`src/rtl/accum_pkg.sv`:
```
// Shared accumulator-router defaults and the write/read payload layouts.
package accum_pkg;

  localparam int unsigned ACC_ZONE_WIDTH = 2;
  localparam int unsigned ACC_NUM_BANKS  = 4;
  localparam int unsigned ACC_DATA_WIDTH = 64;
  localparam int unsigned ACC_ADDR_WIDTH = 9;

  typedef struct packed {
    logic [ACC_ZONE_WIDTH-1:0]              zone_id;
    logic                                   accum_en;
    logic [ACC_NUM_BANKS-1:0]               mask;
    logic [ACC_ADDR_WIDTH-1:0]              addr;
    logic [ACC_NUM_BANKS*ACC_DATA_WIDTH-1:0] wdata;
  } acc_wr_t;

  typedef struct packed {
    logic [ACC_ZONE_WIDTH-1:0] zone_id;
    logic [ACC_NUM_BANKS-1:0]  mask;
    logic [ACC_ADDR_WIDTH-1:0] addr;
  } acc_rd_t;

endpackage

```
`src/rtl/rr_arbiter.sv`:
```
// Round-robin arbiter with one-hot grant; grant is held while the downstream stalls.
module rr_arbiter #(
  parameter int unsigned N = 2
) (
  input  logic         clk,
  input  logic         rstn,
  input  logic [N-1:0] req,
  input  logic         hold,
  input  logic         done,
  output logic [N-1:0] grant
);

  localparam int unsigned IW = (N > 1) ? $clog2(N) : 1;

  logic [IW-1:0] ptr_q;
  logic [IW-1:0] ptr_d;
  logic          locked_q;
  logic [N-1:0]  grant_q;
  logic [N-1:0]  pick;
  logic          found;
  int unsigned   idx;

  // First requesting index at or after the priority pointer.
  always_comb begin
    pick  = '0;
    found = 1'b0;
    idx   = 0;
    for (int unsigned k = 0; k < N; k++) begin
      idx = 32'(ptr_q) + k;
      if (idx >= N) idx = idx - N;
      if (!found && req[IW'(idx)]) begin
        pick[IW'(idx)] = 1'b1;
        found          = 1'b1;
      end
    end
  end

  assign grant = locked_q ? grant_q : pick;

  // Priority moves to the requester just after the one that completed.
  always_comb begin
    ptr_d = ptr_q;
    for (int unsigned k = 0; k < N; k++) begin
      if (grant[k]) ptr_d = (k == N - 1) ? '0 : IW'(k + 1);
    end
  end

  always_ff @(posedge clk or negedge rstn) begin
    if (!rstn) begin
      ptr_q    <= '0;
      locked_q <= 1'b0;
      grant_q  <= '0;
    end else begin
      locked_q <= hold;
      grant_q  <= grant;
      if (done) ptr_q <= ptr_d;
    end
  end

endmodule

```
`src/rtl/accum_arbiter.sv`:
```
// Shares one accumulator-router port among NUM_REQ requesters; reads return in order
// and are steered back to their issuer through an ID FIFO.
module accum_arbiter
  import accum_pkg::*;
#(
  parameter int unsigned NUM_REQ    = 2,
  parameter int unsigned ZONE_WIDTH = ACC_ZONE_WIDTH,
  parameter int unsigned NUM_BANKS  = ACC_NUM_BANKS,
  parameter int unsigned DATA_WIDTH = ACC_DATA_WIDTH,
  parameter int unsigned ADDR_WIDTH = ACC_ADDR_WIDTH,
  parameter int unsigned RD_DEPTH   = 8
) (
  input  logic                                         clk,
  input  logic                                         rstn,
  input  logic [NUM_REQ-1:0]                           req_wr_valid,
  output logic [NUM_REQ-1:0]                           req_wr_ready,
  input  logic [NUM_REQ-1:0][ZONE_WIDTH-1:0]           req_wr_zone_id,
  input  logic [NUM_REQ-1:0]                           req_accum_en,
  input  logic [NUM_REQ-1:0][NUM_BANKS-1:0]            req_wr_mask,
  input  logic [NUM_REQ-1:0][ADDR_WIDTH-1:0]           req_wr_addr,
  input  logic [NUM_REQ-1:0][NUM_BANKS*DATA_WIDTH-1:0] req_wdata,
  input  logic [NUM_REQ-1:0]                           req_rd_valid,
  output logic [NUM_REQ-1:0]                           req_rd_ready,
  input  logic [NUM_REQ-1:0][ZONE_WIDTH-1:0]           req_rd_zone_id,
  input  logic [NUM_REQ-1:0][NUM_BANKS-1:0]            req_rd_mask,
  input  logic [NUM_REQ-1:0][ADDR_WIDTH-1:0]           req_rd_addr,
  output logic [NUM_REQ-1:0]                           req_rvalid,
  output logic [NUM_BANKS*DATA_WIDTH-1:0]              req_rdata,
  output logic                                         m_wr_valid,
  output logic                                         m_wvalid,
  input  logic                                         m_wr_ready,
  output logic [ZONE_WIDTH-1:0]                        m_wr_zone_id,
  output logic                                         m_accum_en,
  output logic [NUM_BANKS-1:0]                         m_wr_mask,
  output logic [ADDR_WIDTH-1:0]                        m_wr_addr,
  output logic [NUM_BANKS*DATA_WIDTH-1:0]              m_wdata,
  output logic                                         m_rd_valid,
  input  logic                                         m_rd_ready,
  output logic [ZONE_WIDTH-1:0]                        m_rd_zone_id,
  output logic [NUM_BANKS-1:0]                         m_rd_mask,
  output logic [ADDR_WIDTH-1:0]                        m_rd_addr,
  input  logic                                         m_rvalid,
  input  logic [NUM_BANKS*DATA_WIDTH-1:0]              m_rdata,
  output logic [$clog2(RD_DEPTH):0]                    rd_outstanding,
  output logic                                         err_orphan
);

  localparam int unsigned IW = (NUM_REQ > 1) ? $clog2(NUM_REQ) : 1;
  localparam int unsigned PW = $clog2(RD_DEPTH);
  localparam int unsigned CW = PW + 1;

  logic [NUM_REQ-1:0] wr_grant;
  logic [NUM_REQ-1:0] rd_grant;
  logic [IW-1:0]      wr_idx;
  logic [IW-1:0]      rd_idx;
  logic               wr_hold;
  logic               wr_done;
  logic               rd_hold;
  logic               rd_done;
  logic               fifo_full;
  logic               push;
  logic               pop;
  logic [PW-1:0]      wr_ptr_q;
  logic [PW-1:0]      rd_ptr_q;
  logic [CW-1:0]      count_q;
  logic [IW-1:0]      id_mem [RD_DEPTH];

  always_comb begin
    wr_idx = '0;
    rd_idx = '0;
    for (int unsigned i = 0; i < NUM_REQ; i++) begin
      if (wr_grant[i]) wr_idx = IW'(i);
      if (rd_grant[i]) rd_idx = IW'(i);
    end
  end

  // Write channel.
  assign m_wr_valid   = rstn & (|(wr_grant & req_wr_valid));
  assign m_wvalid     = m_wr_valid;
  assign m_wr_zone_id = req_wr_zone_id[wr_idx];
  assign m_accum_en   = req_accum_en[wr_idx];
  assign m_wr_mask    = req_wr_mask[wr_idx];
  assign m_wr_addr    = req_wr_addr[wr_idx];
  assign m_wdata      = req_wdata[wr_idx];
  assign req_wr_ready = rstn ? (wr_grant & {NUM_REQ{m_wr_ready}}) : '0;
  assign wr_hold      = m_wr_valid & ~m_wr_ready;
  assign wr_done      = m_wr_valid & m_wr_ready;

  // Read command channel; a full ID FIFO blocks issue regardless of a same-cycle pop.
  assign fifo_full    = (count_q == CW'(RD_DEPTH));
  assign m_rd_valid   = rstn & ~fifo_full & (|(rd_grant & req_rd_valid));
  assign m_rd_zone_id = req_rd_zone_id[rd_idx];
  assign m_rd_mask    = req_rd_mask[rd_idx];
  assign m_rd_addr    = req_rd_addr[rd_idx];
  assign req_rd_ready = (rstn && !fifo_full) ? (rd_grant & {NUM_REQ{m_rd_ready}}) : '0;
  assign rd_hold      = m_rd_valid & ~m_rd_ready;
  assign rd_done      = m_rd_valid & m_rd_ready;

  rr_arbiter #(.N(NUM_REQ)) u_wr_arb (
    .clk  (clk),
    .rstn (rstn),
    .req  (req_wr_valid),
    .hold (wr_hold),
    .done (wr_done),
    .grant(wr_grant)
  );

  rr_arbiter #(.N(NUM_REQ)) u_rd_arb (
    .clk  (clk),
    .rstn (rstn),
    .req  (req_rd_valid),
    .hold (rd_hold),
    .done (rd_done),
    .grant(rd_grant)
  );

  // Read-return steering.
  assign push           = rd_done;
  assign pop            = rstn & m_rvalid & (count_q != '0);
  assign req_rdata      = m_rdata;
  assign rd_outstanding = count_q;

  always_comb begin
    req_rvalid = '0;
    if (pop) req_rvalid[id_mem[rd_ptr_q]] = 1'b1;
  end

  always_ff @(posedge clk) begin
    if (push) id_mem[wr_ptr_q] <= rd_idx;
  end

  always_ff @(posedge clk or negedge rstn) begin
    if (!rstn) begin
      wr_ptr_q   <= '0;
      rd_ptr_q   <= '0;
      count_q    <= '0;
      err_orphan <= 1'b0;
    end else begin
      if (push) wr_ptr_q <= wr_ptr_q + PW'(1);
      if (pop)  rd_ptr_q <= rd_ptr_q + PW'(1);
      case ({push, pop})
        2'b10:   count_q <= count_q + CW'(1);
        2'b01:   count_q <= count_q - CW'(1);
        default: count_q <= count_q;
      endcase
      if (m_rvalid && count_q == '0) err_orphan <= 1'b1;
    end
  end

endmodule

```
`config.mk`:
```
export PLATFORM = sky130hd
export DESIGN_NAME = accum_arbiter
export DESIGN_NICKNAME = d
export VERILOG_FILES = /design/src/rtl/accum_pkg.sv /design/src/rtl/rr_arbiter.sv /design/src/rtl/accum_arbiter.sv
export SDC_FILE = /design/constraint.sdc
export NUM_CORES = 1
export LEC_CHECK = 0
export CAP_MARGIN = 20
export CORE_AREA = 8 8 539 541
export CTS_CLUSTER_SIZE = 16
export DETAILED_ROUTE_END_ITERATION = 8
export DIE_AREA = 0 0 547 549
export PLACE_DENSITY = 0.3
export REMOVE_ABC_BUFFERS = 1
export SETUP_SLACK_MARGIN = 0.02
export SYNTH_ARGS = -nofsm -noshare
export SYNTH_HDL_FRONTEND = slang
export SYNTH_SLANG_ARGS = --single-unit
```
`constraint.sdc`:
```
create_clock -name clk -period 2.39 [get_ports clk]
set_input_delay 0.478 -clock clk [delete_from_list [all_inputs] [get_ports clk]]
set_output_delay 0.478 -clock clk [all_outputs]
set_load 0.02 [all_outputs]
```
==> impl_metrics.json <==
{
  "via_per_inst": 2.15,
  "status": "finished, violations left",
  "track_usage_pct": 17.6,
  "dp_hpwl_mm": 252,
  "synth_top_flop_cell": "dfrtp_1",
  "first_global_vias": 10400,
  "seq_area_frac_synth_pct": 10.6,
  "synth_xor_area_share_pct": 1.16,
  "crit_path_frequent_cell": "buf_16",
  "setup_slack_ns": -0.346,
  "drtAntennaViolNets": 0,
  "syn_area_per_cell_um2": 9.75,
  "path_clk_slew_ns": 0.09,
  "grt_max_degree": 21,
  "rows": 195,
  "worst_setup_path_start_kind": "flip-flop",
  "cts_root_buffer": "clkbuf_16",
  "vias": 11200,
  "grt_pass1_wl_mm": 303,
  "dieArea_mm2": 0.300,
  "max_stage_delay_ns": 0.37,
  "die_w_um": 547,
  "async_flop_share_pct": 70.4,
  "netlist_area_mm2": 0.00678,
  "crit_arrival_ns": 2.26,
  "fin_area_mm2": 0.0210,
  "hold_viol": 0,
  "core-area_mm2": 0.281,
  "leakage_nw": 7.01,
  "synth_compound_gate_area_share_pct": 2.05,
  "htreeDepth": 1,
  "finalSetupViolations": 286,
  "yosysUniqueCellTypes": 43,
  "maxSlewViolCount": 0,
  "insertion_delay_ns": 0.29,
  "clock_skew_ns": 0.00529,
  "postCtsHoldBufs": 0,
  "ys_ff_latch": 27,
  "place_congestion": 0.850,
  "cts_buffers": 3,
  "cap_violations": 0,
  "io_buffers": 883,
  "synth_top_family_by_area": "multiplexers",
  "crit_type": "flip-flop to output port",
  "fmax_mhz": 365,
  "synthSimpleGateAreaFrac_pct": 4.08,
  "violations": "setup timing",
  "worst-endpoint-required_ns": 1.91,
  "grt_use_met1_pct": 19.0,
  "grt-ovfl-total": 0,
  "dpl_cell_area_mm2": 0.0197,
  "initial_core_util_pct": 2.41,
  "die_y_um": 549,
  "min_path_type": "flip-flop to flip-flop",
  "wl_per_cell_um": 53.4,
  "power_density_mw_per_mm2": 443,
  "area_growth_pct": 209,
  "ys_warn_count": 0,
  "synthMuxAreaShare_pct": 48.9,
  "worstPathCellList": "o21ai_2 -> o21ai_4 -> buf_12 -> buf_16 -> buf_16 -> buf_16 -> mux2_2 -> buf_4",
  "worstSetupEndpointType": "output port",
  "drtIter0Drc": 1007,
  "period_share_pct": 114,
  "synth-adder-area-share_pct": 0.922,
  "cp_slowest_cell": "dfrtp_1",
  "dr.pass1.iters": 4,
  "synth_edf_count": 8,
  "syn_inst": 696,
  "final.setup.tns_ns": -71.21,
  "antenna_found_initial": 220,
  "worstMarginPinSlew_ns": 0.694,
  "gr-usage-met3_pct": 20.5,
  "max_slew_margin_pct": 53.6,
  "cp_max_fo": 11,
  "wirelength_mm": 277,
  "min_period_ns": 2.74,
  "rsz0062_at_grt": "true",
  "fin_nets": 2220,
  "instances_no_fill": 5199,
  "placed_cells": 5083,
  "max-vdd-ir-drop_mv": 0.151,
  "grt_use_met2_pct": 21.1,
  "io_pins": 1396,
  "cts_tree": "yes",
  "drive_gt1_share_pct": 46.8,
  "power_w": 0.00930,
  "cts_sinks": 27,
  "grt.busiest_layer": "met2",
  "clockBufferDepth": 2,
  "drc": 0
}
==> cell usage after synthesis, types with 5 or more instances <==
cell type  instances  area (um^2)
xnor2_1            5         43.8
edfxtp_1           8          240
ha_1               5         62.6
nor2_1             5         18.8
nor2b_1            6         37.5
buf_2              5         25.0
dfrtp_1           19          475
buf_4            283         2120
nand2_1           15         56.3
mux2_1            52          586
mux2_2           237         2670
==> power breakdown <==
part / total (W) / switching [W] / internal (W)
Clock: 0.000452 / 0.000222 / 0.000230
Sequential: 0.000766 / 0.000151 / 0.000615
Combinational: 0.00808 / 0.00410 / 0.00397
Total: 0.00930 / 0.00448 / 0.00482
==> timing repair <==
| action | 4_1_cts | 5_1_grt |
|---|---|---|
| buffers inserted | 14 | 13 |
| resized for setup | 331 | 142 |
| pin swaps | 2 | 1 |
| gates cloned | 5 | 3 |
| setup endpoints to repair | 297 | 298 |
==> critical path, delay by kind of cell (launching register included) <==
family | cells | cell delay, ns
flip-flops | 1 | 0.37
AO/OA/AOI/OAI | 2 | 0.25
buffers and inverters | 5 | 0.87
multiplexers | 1 | 0.35
==> cells in the final DEF, fill, tap and decap left out, types with 18 or more instances in the layout <==
cell type / instances
dlygate4sd2_1: 18
mux2_2: 175
buf_4: 92
dfrtp_1: 18
buf_6: 67
mux2_1: 29
mux2_4: 85
buf_2: 26
diode_2: 81
clkdlybuf4s50_1: 585
buf_12: 146
==> area by class of cell <==
class	count	area (um^2)
sequential	27	717
inverter	6	22.5
clock inverter	1	7.51
clock buffer	3	75.1
multi-input combinational	372	4210
tap	3743	4680
antenna	81	203
fill	32700	260000
timing repair buffer	966	11100
==> path summary, 6_finish.rpt <==
check | from | to | slack, ns | cells after the start
worst max-delay path | u_wr_arb.ptr_q$_DFFE_PN0P_ | m_wdata[1] | -0.35 | 8
worst min-delay path | rd_ptr_q[2]$_DFFE_PN0P_ | rd_ptr_q[2]$_DFFE_PN0P_ | 0.51 | 1
worst max register to register | rd_outstanding[0]$_DFFE_PN0P_ | rd_outstanding[2]$_DFFE_PN0P_ | 0.12 | 10
worst min register to register | rd_ptr_q[2]$_DFFE_PN0P_ | rd_ptr_q[2]$_DFFE_PN0P_ | 0.51 | 1
max in group asynchronous | rstn | u_rd_arb.ptr_q$_DFFE_PN0P_ | 1.39 | 4
min in group asynchronous | rstn | err_orphan$_DFFE_PN0P_ | 0.65 | 3
==> stage by stage <==
step           hold slack [ns]  utilization [%]  worst slack [ns]
6_report                 0.507             7.46            -0.346
2_1_floorplan            0.182                -             -6.80
5_1_grt                  0.529             7.43            -0.424
3_3_place_gp             0.485             7.00             -1.02
4_1_cts                  0.506             7.21            -0.420
3_5_place_dp             0.489             7.00            -0.937
==> state kept, by name (all words and copies together), names as in the netlist <==
name	flops
u_wr_arb.grant_q	2
u_rd_arb.grant_q	2
u_wr_arb.locked_q	1
u_rd_arb.locked_q	1
err_orphan	1
u_rd_arb.ptr_q	1
u_wr_arb.ptr_q	1
rd_ptr_q	3
wr_ptr_q	3
id_mem	8
rd_outstanding	4
==> per-layer routing <==
metal  vias to the layer above  wire length [um]
met5                         -              5780
li1                       3628                 -
met3                       429             64600
met1                      4999            106000
met2                      1960             93600
met4                       176              7380
==> kinds of logic after synthesis <==
| logic type | Yosys count |
|---|---|
| xor+xnor | 9 |
| simple gates | 47 |
| flops | 27 |
| fa+ha+maj | 5 |
| buf+inv | 297 |
| mux | 293 |
| compound gates | 18 |
(Power assumes the default switching activity.)
